[src/rtl/macc_lanes.sv]
// NUM_LANES parallel fixed-point MACC lanes sharing op_code/valid/clear, 3-stage pipeline.
// Define MACC_LANES_SATURATE_EN to clamp results (with sat flags) instead of wrapping.
module macc_lanes #(
  parameter int unsigned NUM_LANES = 4,
  parameter int unsigned OP_WIDTH  = 16,
  parameter int unsigned ACC_WIDTH = 48,
  parameter int unsigned OUT_WIDTH = 16,
  parameter int unsigned FRAC_BITS = 7
) (
  input  logic                           clk,
  input  logic                           reset,
  input  logic                           in_valid_i,
  input  logic                           clear_i,
  input  logic [2:0]                     op_code_i,
  input  logic [NUM_LANES*OP_WIDTH-1:0]  op_0_i,
  input  logic [NUM_LANES*OP_WIDTH-1:0]  op_1_i,
  input  logic [NUM_LANES*OP_WIDTH-1:0]  op_add_i,
  output logic                           out_valid_o,
  output logic [NUM_LANES*OUT_WIDTH-1:0] out_o,
  output logic [NUM_LANES-1:0]           sat_o
);

  localparam int unsigned LaneBits  = NUM_LANES * OP_WIDTH;
  localparam int unsigned ProdWidth = 2 * OP_WIDTH;
  localparam int unsigned RndWidth  = ACC_WIDTH + 1;

  localparam logic [1:0] ModeMacc = 2'b01;
  localparam logic [1:0] ModeMadd = 2'b10;

  // Stage 1: operand capture; square mode substitutes op_0 for op_1 here.
  logic                s1_valid_q, s1_clear_q;
  logic [1:0]          s1_mode_q;
  logic [LaneBits-1:0] s1_a_q, s1_b_q, s1_add_q;

  always_ff @(posedge clk) begin
    if (reset) begin
      s1_valid_q <= 1'b0;
      s1_clear_q <= 1'b0;
      s1_mode_q  <= 2'b00;
      s1_a_q     <= '0;
      s1_b_q     <= '0;
      s1_add_q   <= '0;
    end else begin
      s1_valid_q <= in_valid_i;
      s1_clear_q <= in_valid_i & clear_i;
      s1_mode_q  <= in_valid_i ? op_code_i[2:1] : 2'b00;
      s1_a_q     <= in_valid_i ? op_0_i : '0;
      s1_b_q     <= in_valid_i ? (op_code_i[0] ? op_0_i : op_1_i) : '0;
      s1_add_q   <= in_valid_i ? op_add_i : '0;
    end
  end

  // Stage 2: full-precision products, sign-extended to the accumulator width.
  logic                        s2_valid_q, s2_clear_q;
  logic [1:0]                  s2_mode_q;
  logic [LaneBits-1:0]         s2_add_q;
  logic signed [ACC_WIDTH-1:0] s2_prod_q [NUM_LANES];
  logic signed [ACC_WIDTH-1:0] s2_prod_d [NUM_LANES];

  always_comb begin
    logic signed [OP_WIDTH-1:0]  mul_a;
    logic signed [OP_WIDTH-1:0]  mul_b;
    logic signed [ProdWidth-1:0] mul_p;
    mul_a = '0;
    mul_b = '0;
    mul_p = '0;
    for (int i = 0; i < NUM_LANES; i++) begin
      mul_a        = s1_a_q[i*OP_WIDTH +: OP_WIDTH];
      mul_b        = s1_b_q[i*OP_WIDTH +: OP_WIDTH];
      mul_p        = mul_a * mul_b;
      s2_prod_d[i] = ACC_WIDTH'(mul_p);
    end
  end

  always_ff @(posedge clk) begin
    if (reset) begin
      s2_valid_q <= 1'b0;
      s2_clear_q <= 1'b0;
      s2_mode_q  <= 2'b00;
      s2_add_q   <= '0;
      for (int i = 0; i < NUM_LANES; i++) s2_prod_q[i] <= '0;
    end else begin
      s2_valid_q <= s1_valid_q;
      s2_clear_q <= s1_clear_q;
      s2_mode_q  <= s1_mode_q;
      s2_add_q   <= s1_add_q;
      for (int i = 0; i < NUM_LANES; i++) s2_prod_q[i] <= s2_prod_d[i];
    end
  end

  // Stage 3: accumulator update; bubbles leave acc untouched.
  logic signed [ACC_WIDTH-1:0] acc_q [NUM_LANES];
  logic signed [ACC_WIDTH-1:0] acc_d [NUM_LANES];
  logic                        out_valid_q;

  always_comb begin
    logic signed [OP_WIDTH-1:0]  add_op;
    logic signed [ACC_WIDTH-1:0] addend;
    add_op = '0;
    addend = '0;
    for (int i = 0; i < NUM_LANES; i++) begin
      add_op   = s2_add_q[i*OP_WIDTH +: OP_WIDTH];
      addend   = ACC_WIDTH'(add_op) <<< FRAC_BITS;
      acc_d[i] = acc_q[i];
      if (s2_valid_q) begin
        case (s2_mode_q)
          ModeMacc: acc_d[i] = s2_prod_q[i] + (s2_clear_q ? '0 : acc_q[i]);
          ModeMadd: acc_d[i] = s2_prod_q[i] + addend;
          default:  acc_d[i] = s2_prod_q[i];
        endcase
      end
    end
  end

  always_ff @(posedge clk) begin
    if (reset) begin
      out_valid_q <= 1'b0;
      for (int i = 0; i < NUM_LANES; i++) acc_q[i] <= '0;
    end else begin
      out_valid_q <= s2_valid_q;
      for (int i = 0; i < NUM_LANES; i++) acc_q[i] <= acc_d[i];
    end
  end

  assign out_valid_o = out_valid_q;

  // Output scaling is combinational from acc, so out/sat hold between valid beats.
  for (genvar gi = 0; gi < NUM_LANES; gi++) begin : g_lane
    logic signed [RndWidth-1:0] acc_ext;
    logic signed [RndWidth-1:0] rnd;

    assign acc_ext = RndWidth'(acc_q[gi]);

    if (FRAC_BITS > 0) begin : g_round
      assign rnd = (acc_ext + (RndWidth'(1) <<< (FRAC_BITS - 1))) >>> FRAC_BITS;
    end else begin : g_no_round
      assign rnd = acc_ext;
    end

`ifdef MACC_LANES_SATURATE_EN
    localparam logic [OUT_WIDTH-1:0] OutMax = {1'b0, {(OUT_WIDTH-1){1'b1}}};
    localparam logic [OUT_WIDTH-1:0] OutMin = {1'b1, {(OUT_WIDTH-1){1'b0}}};

    logic [RndWidth-OUT_WIDTH:0] rnd_hi;
    logic                        in_range;

    // Representable iff all bits from the output sign bit upward agree.
    assign rnd_hi   = rnd[RndWidth-1:OUT_WIDTH-1];
    assign in_range = (&rnd_hi) | ~(|rnd_hi);
    assign out_o[gi*OUT_WIDTH +: OUT_WIDTH] =
        in_range ? rnd[OUT_WIDTH-1:0] : (rnd[RndWidth-1] ? OutMin : OutMax);
    assign sat_o[gi] = ~in_range;
`else
    logic unused_rnd_hi;

    assign unused_rnd_hi = ^rnd[RndWidth-1:OUT_WIDTH];
    assign out_o[gi*OUT_WIDTH +: OUT_WIDTH] = rnd[OUT_WIDTH-1:0];
    assign sat_o[gi] = 1'b0;
`endif
  end

endmodule

[config.mk]
export PLATFORM = sky130hd
export DESIGN_NAME = macc_lanes
export DESIGN_NICKNAME = d
export VERILOG_FILES = /design/src/rtl/macc_lanes.sv
export SDC_FILE = /design/constraint.sdc
export NUM_CORES = 2
export LEC_CHECK = 0
export CAP_MARGIN = 30
export CORE_MARGIN = 2
export CORE_UTILIZATION = 25
export DETAILED_ROUTE_END_ITERATION = 10
export PLACE_DENSITY_LB_ADDON = 0.15
export SYNTH_ARGS = -nofsm -noshare
export SYNTH_HDL_FRONTEND = slang
export SYNTH_SLANG_ARGS = --single-unit
[constraint.sdc]
create_clock -name clk -period 19.51 [get_ports clk]
set_input_delay 3.902 -clock clk [delete_from_list [all_inputs] [get_ports clk]]
set_output_delay 3.902 -clock clk [all_outputs]
set_load 0.1 [all_outputs]
# Word level (Yosys, flattened, before mapping)

Memory sizes are Yosys's and may differ from the RTL's.
Cells that the tools add are included.

Register bits: 265
Latch bits: 0
RAM bits: 384
ROM bits: 0
Output and inout port bits: 69
Memories kept: 2

$add $sub $neg: 12
$mul: 4
Divide/modulo/power cells: 0
Order comparisons: 0
Equality and inequality tests: 2
Shifts and indexed selects: 0
Mux-type cells: 24
Bitwise gates (word level): 10
Reduce and logical (&&, ||, !) cells: 1

Memories:

| memory    | depth | width | read ports | clocked after Yosys merged registers in | wr ports | line | RTL |
|---|---|---|---|---|---|---|---|
| acc_q     | 4     | 48    | 4          | 0                                       | 4        | 92   | `logic signed [ACC_WIDTH-1:0] acc_q [NUM_LANES];` |
| s2_prod_q | 4     | 48    | 4          | 0                                       | 4        | 57   | `logic signed [ACC_WIDTH-1:0] s2_prod_q [NUM_LANES];` |

Operator list:

| cell                  | number |
|---|---|
| $mux 48               | 16 |
| $pmux 48 s2           | 4 |
| $add 48x23->48        | 4 |
| $add 48x48->48        | 4 |
| $mul 16x16->32        | 4 |
| $add 23x8->23 const B | 4 |
| $mux 64               | 1 |
| $or 1x1->1            | 8 |
| $mux 1                | 3 |
| $eq 2x1->1 const B    | 1 |
| $eq 2x2->1 const B    | 1 |
| $reduce_or 2->1       | 1 |
| $and 1x1->1           | 1 |
| $not 1->1             | 1 |

# Longest topological paths before layout

An unclocked memory read counts as a cell.

Depth after elaboration: 6
Gate-level depth with buffers: 24
Depth with buffers taken out: 23

# Worst setup path after synthesis

No wires, ideal clock.

Path kind: register to output
From: mem acc_q[0][8]
To: out out_o[12]
Arrival: 2.780 ns
Setup slack: 12.828 ns
Stages on the path, launching flop included: 7
Path buffers: 0
Cell sequence: dfxtp_1 -> and3_1 -> and3_1 -> and2_1 -> nor2b_1 -> nand3_1 -> xnor2_1

RTL lines:

| item            | line | RTL |
|---|---|---|
| start, declared | 92   |  |
| end, declared   | 19   | `output logic [NUM_LANES*OUT_WIDTH-1:0] out_o,` |

==> out/metrics.cfg <==
[routing]
drt_iter0_markers=1401
routed_wl_um=163000
ant_nets=0
drc_errors=0
drt-vias-per-instance=4.40
via_count=38400
wl_per_cell_um=18.7
firstDrtPassIters=5

[global_routing]
grtUsageTotal_pct=15.7
gr-total-overflow=0
antenna_found_initial=3
grt_max_degree=81
grt_pass1_vias=41800
grt_pass1_wl_um=253000

[yosys]
async_reset_ff_share_pct=0
yosysTopAreaCell=fa_1
synth_area_leaders=fa_1 (28%), dfxtp_1 (18%), ha_1 (11%), inv_1 (7.1%), and2_1 (6.8%)
synth_top_family_by_area=adder cells
synth_cell_type_count=84
synth_area_per_cell_um2=8.82
synthXorXnorAreaFrac_pct=5.75
netlist_area_um2=51300
syn_inst=5823
synth_warnings=0
synth_fa_ha_area_share_pct=38.4
synth_compound_area_share_pct=9.35
synth_ff_type=dfxtp_1
synth.area.mux_share_pct=1.50
ys_seq_area_share_pct=17.5
synth-edff-count=0
synthSimpleGateAreaFrac_pct=18.6
synth_common_cells=inv_1 (969), fa_1 (708), and2_1 (560)
yosysTopAreaCellShare_pct=27.6
synth.most_common_cell=inv_1
synth-seq-cells=449

[floorplanning]
die_area_um2=209000
fp.dieH_um=457
io_pins=268
die_w_um=457
core_um2=204000
start_util_pct=25.1
rows=166

[timing]
drv_slew=0
rsz0062_at_grt=no
finalClockSkew_ns=0.0434
setup_violations=0
finalHoldViolations=0
slew_headroom_pct=32.6
max_freq_mhz=132
fin_setup_tns_ns=0
min_period_ns=7.57
timing.final.crit_share_pct=38.8
worstMarginPinSlew_ns=1.01

[worst_setup_path]
cp_cell_sequence=ha_1 -> and3_1 -> nand3_1 -> xnor2_1 -> clkdlybuf4s50_1
crit_fanout=5
crit_path_start_kind=register
cp-end-kind=output pin
cp_num_buf_inv=1
r2r_start=s1_b_q[2]$_SDFF_PP0_
cp.required_ns=15.61
cp_top_family=buffers and inverters
r2r_slack_ns=12.61
cp.arrival_ns=3.66
critical_path.slowest_cell=clkdlybuf4s50_1
timing.rr.end=s2_prod_q[0][22]$_SDFF_PP0_
critical_path.max_stage_delay_ns=1.24
critPathKind=register to output pin
reg2reg_depth=20

[power]
p_leak_nw=27.4
p_clk_share_pct=42.5
powerDensity_nw_per_um2=50.7
ir_worst_vdd_v=0.0000580
p_int_w=0.00199
finalPower_w=0.00301
switching_share_pct=33.7
seqPwrFrac_pct=35.2
power.switching_w=0.00102
combPwrFrac_pct=22.2

[hold_path]
whs_endpoint=s2_add_q[54]$_SDFF_PP0_
hp-start=s1_add_q[54]$_SDFF_PP0_
hold_path_depth=1
min_path_type=register to register

[place]
place.port_buffers=263
gp_congestion=0.815
dpl.hpwl_um=127000
place_area_um2=57100

[clocking]
postCtsResizedCells=0
post_cts_buffers=0
cts_hold_buf=0
clock_path_buffers=3
clock_sinks=449
cts_made_buffers=67
path_clk_slew_ns=0.06
cts_tree=built
htree_levels=3
clk_latency_ns=0.69
root_buffer=clkbuf_16

[finish]
regArea_um2=9000
multi_input_area_um2=37800
nFillCells=21900
final_cell_area_um2=59400
syn_to_final_growth_pct=15.7
drive_gt1_share_pct=3.75
layout.nets=7328

[run]
maxCapViolCount=0

[status]
outcome=finished clean

[layout make-up]
| class | instances | area share (%) |
|---|---|---|
| multi-input combinational | 4171 | 63.7 |
| tap | 2688 | 5.66 |
| sequential | 449 | 15.1 |
| clock buffer | 82 | 3.07 |
| antenna | 2 | 0.00843 |
| inverter | 970 | 6.14 |
| timing repair buffer | 320 | 5.53 |
| clock inverter | 37 | 0.729 |
[power groups by stage]
stage / Sequential (W) / Clock, W / Combinational, W
after floorplan: 0.00101 / 0 / 0.000487
after global placement: 0.00108 / 0 / 0.000676
after detailed placement: 0.00108 / 0 / 0.000681
after CTS: 0.00106 / 0.00135 / 0.000686
after global routing: 0.00107 / 0.00137 / 0.000755
final: 0.00106 / 0.00128 / 0.000669
[state kept, by name (all words and copies together), names as in the netlist]
register and cells:
s1_a_q 64, s2_add_q 64, acc_q 92, s2_clear_q 1, s1_clear_q 1, s2_valid_q 1
s1_valid_q 1, out_valid_o 1, s1_mode_q 2, s2_prod_q 92, s1_add_q 64, s2_mode_q 2
s1_b_q 64
[layer usage]
layer | share of wire (%) | GRT usage [%] | vias up
li1 | - | - | 18600
met1 | 45 | 20.1 | 19100
met2 | 49 | 27.5 | 456
met3 | 2.3 | 1.70 | 173
met4 | 3.3 | 5.00 | 0
met5 | 0 | 0 | -
[stage by stage]
step	std cells	hold WS (ns)	util, %	setup slack [ns]
global route	8717	0.445	29.1	11.79
detailed placement	8598	0.420	27.9	12.47
CTS	8717	0.436	29.1	11.73
finish	8719	0.431	29.1	11.94
floorplan	5826	0.414	-	12.83
global placement	8586	0.426	27.8	12.09
[layout by cell type, fill, tap and decap left out, drive strengths merged, types with 17 or more instances in the layout]
cell type	count
o21ai	142
mux2i	77
o21bai	24
or2	17
a211oi	39
nand3	51
a21o	81
and2	560
a221oi	45
o211ai	18
o22ai	27
nand2	546
a31oi	25
clkdlybuf4s50	261
xnor2	231
buf	59
and3	32
fa	708
nor2	295
nor2b	197
o21a	27
a21oi	183
ha	442
nand2b	45
dfxtp	449
xor2	106
nor3	73
clkbuf	82
inv	982
[worst max-delay path by stage]
stage | start | endpoint | slack [ns] | cells after the start
after floorplan | acc_q[0][8]$_SDFFE_PP0P_ | out_o[12] | 12.83 | 6
after global placement | acc_q[2][8]$_SDFFE_PP0P_ | out_o[38] | 12.09 | 6
after detailed placement | acc_q[2][7]$_SDFFE_PP0P_ | out_o[41] | 12.47 | 5
after CTS | acc_q[2][7]$_SDFFE_PP0P_ | out_o[41] | 11.73 | 5
after global routing | acc_q[0][8]$_SDFFE_PP0P_ | out_o[14] | 11.79 | 7
final | acc_q[2][7]$_SDFFE_PP0P_ | out_o[39] | 11.94 | 5
[cell families (layout without fill, tap and decap cells)]
logic type,Yosys count,in the layout
other,1,6
xor gates and xnor gates,337,337
DFF,449,449
buffers and inverters,1206,1409
adders and majority gates,1150,1150
AOI/OAI and AO/OA,722,722
and+or+nand+nor,1881,1881
muxes,77,77
Note: power is estimated with default switching activity, not from simulation.
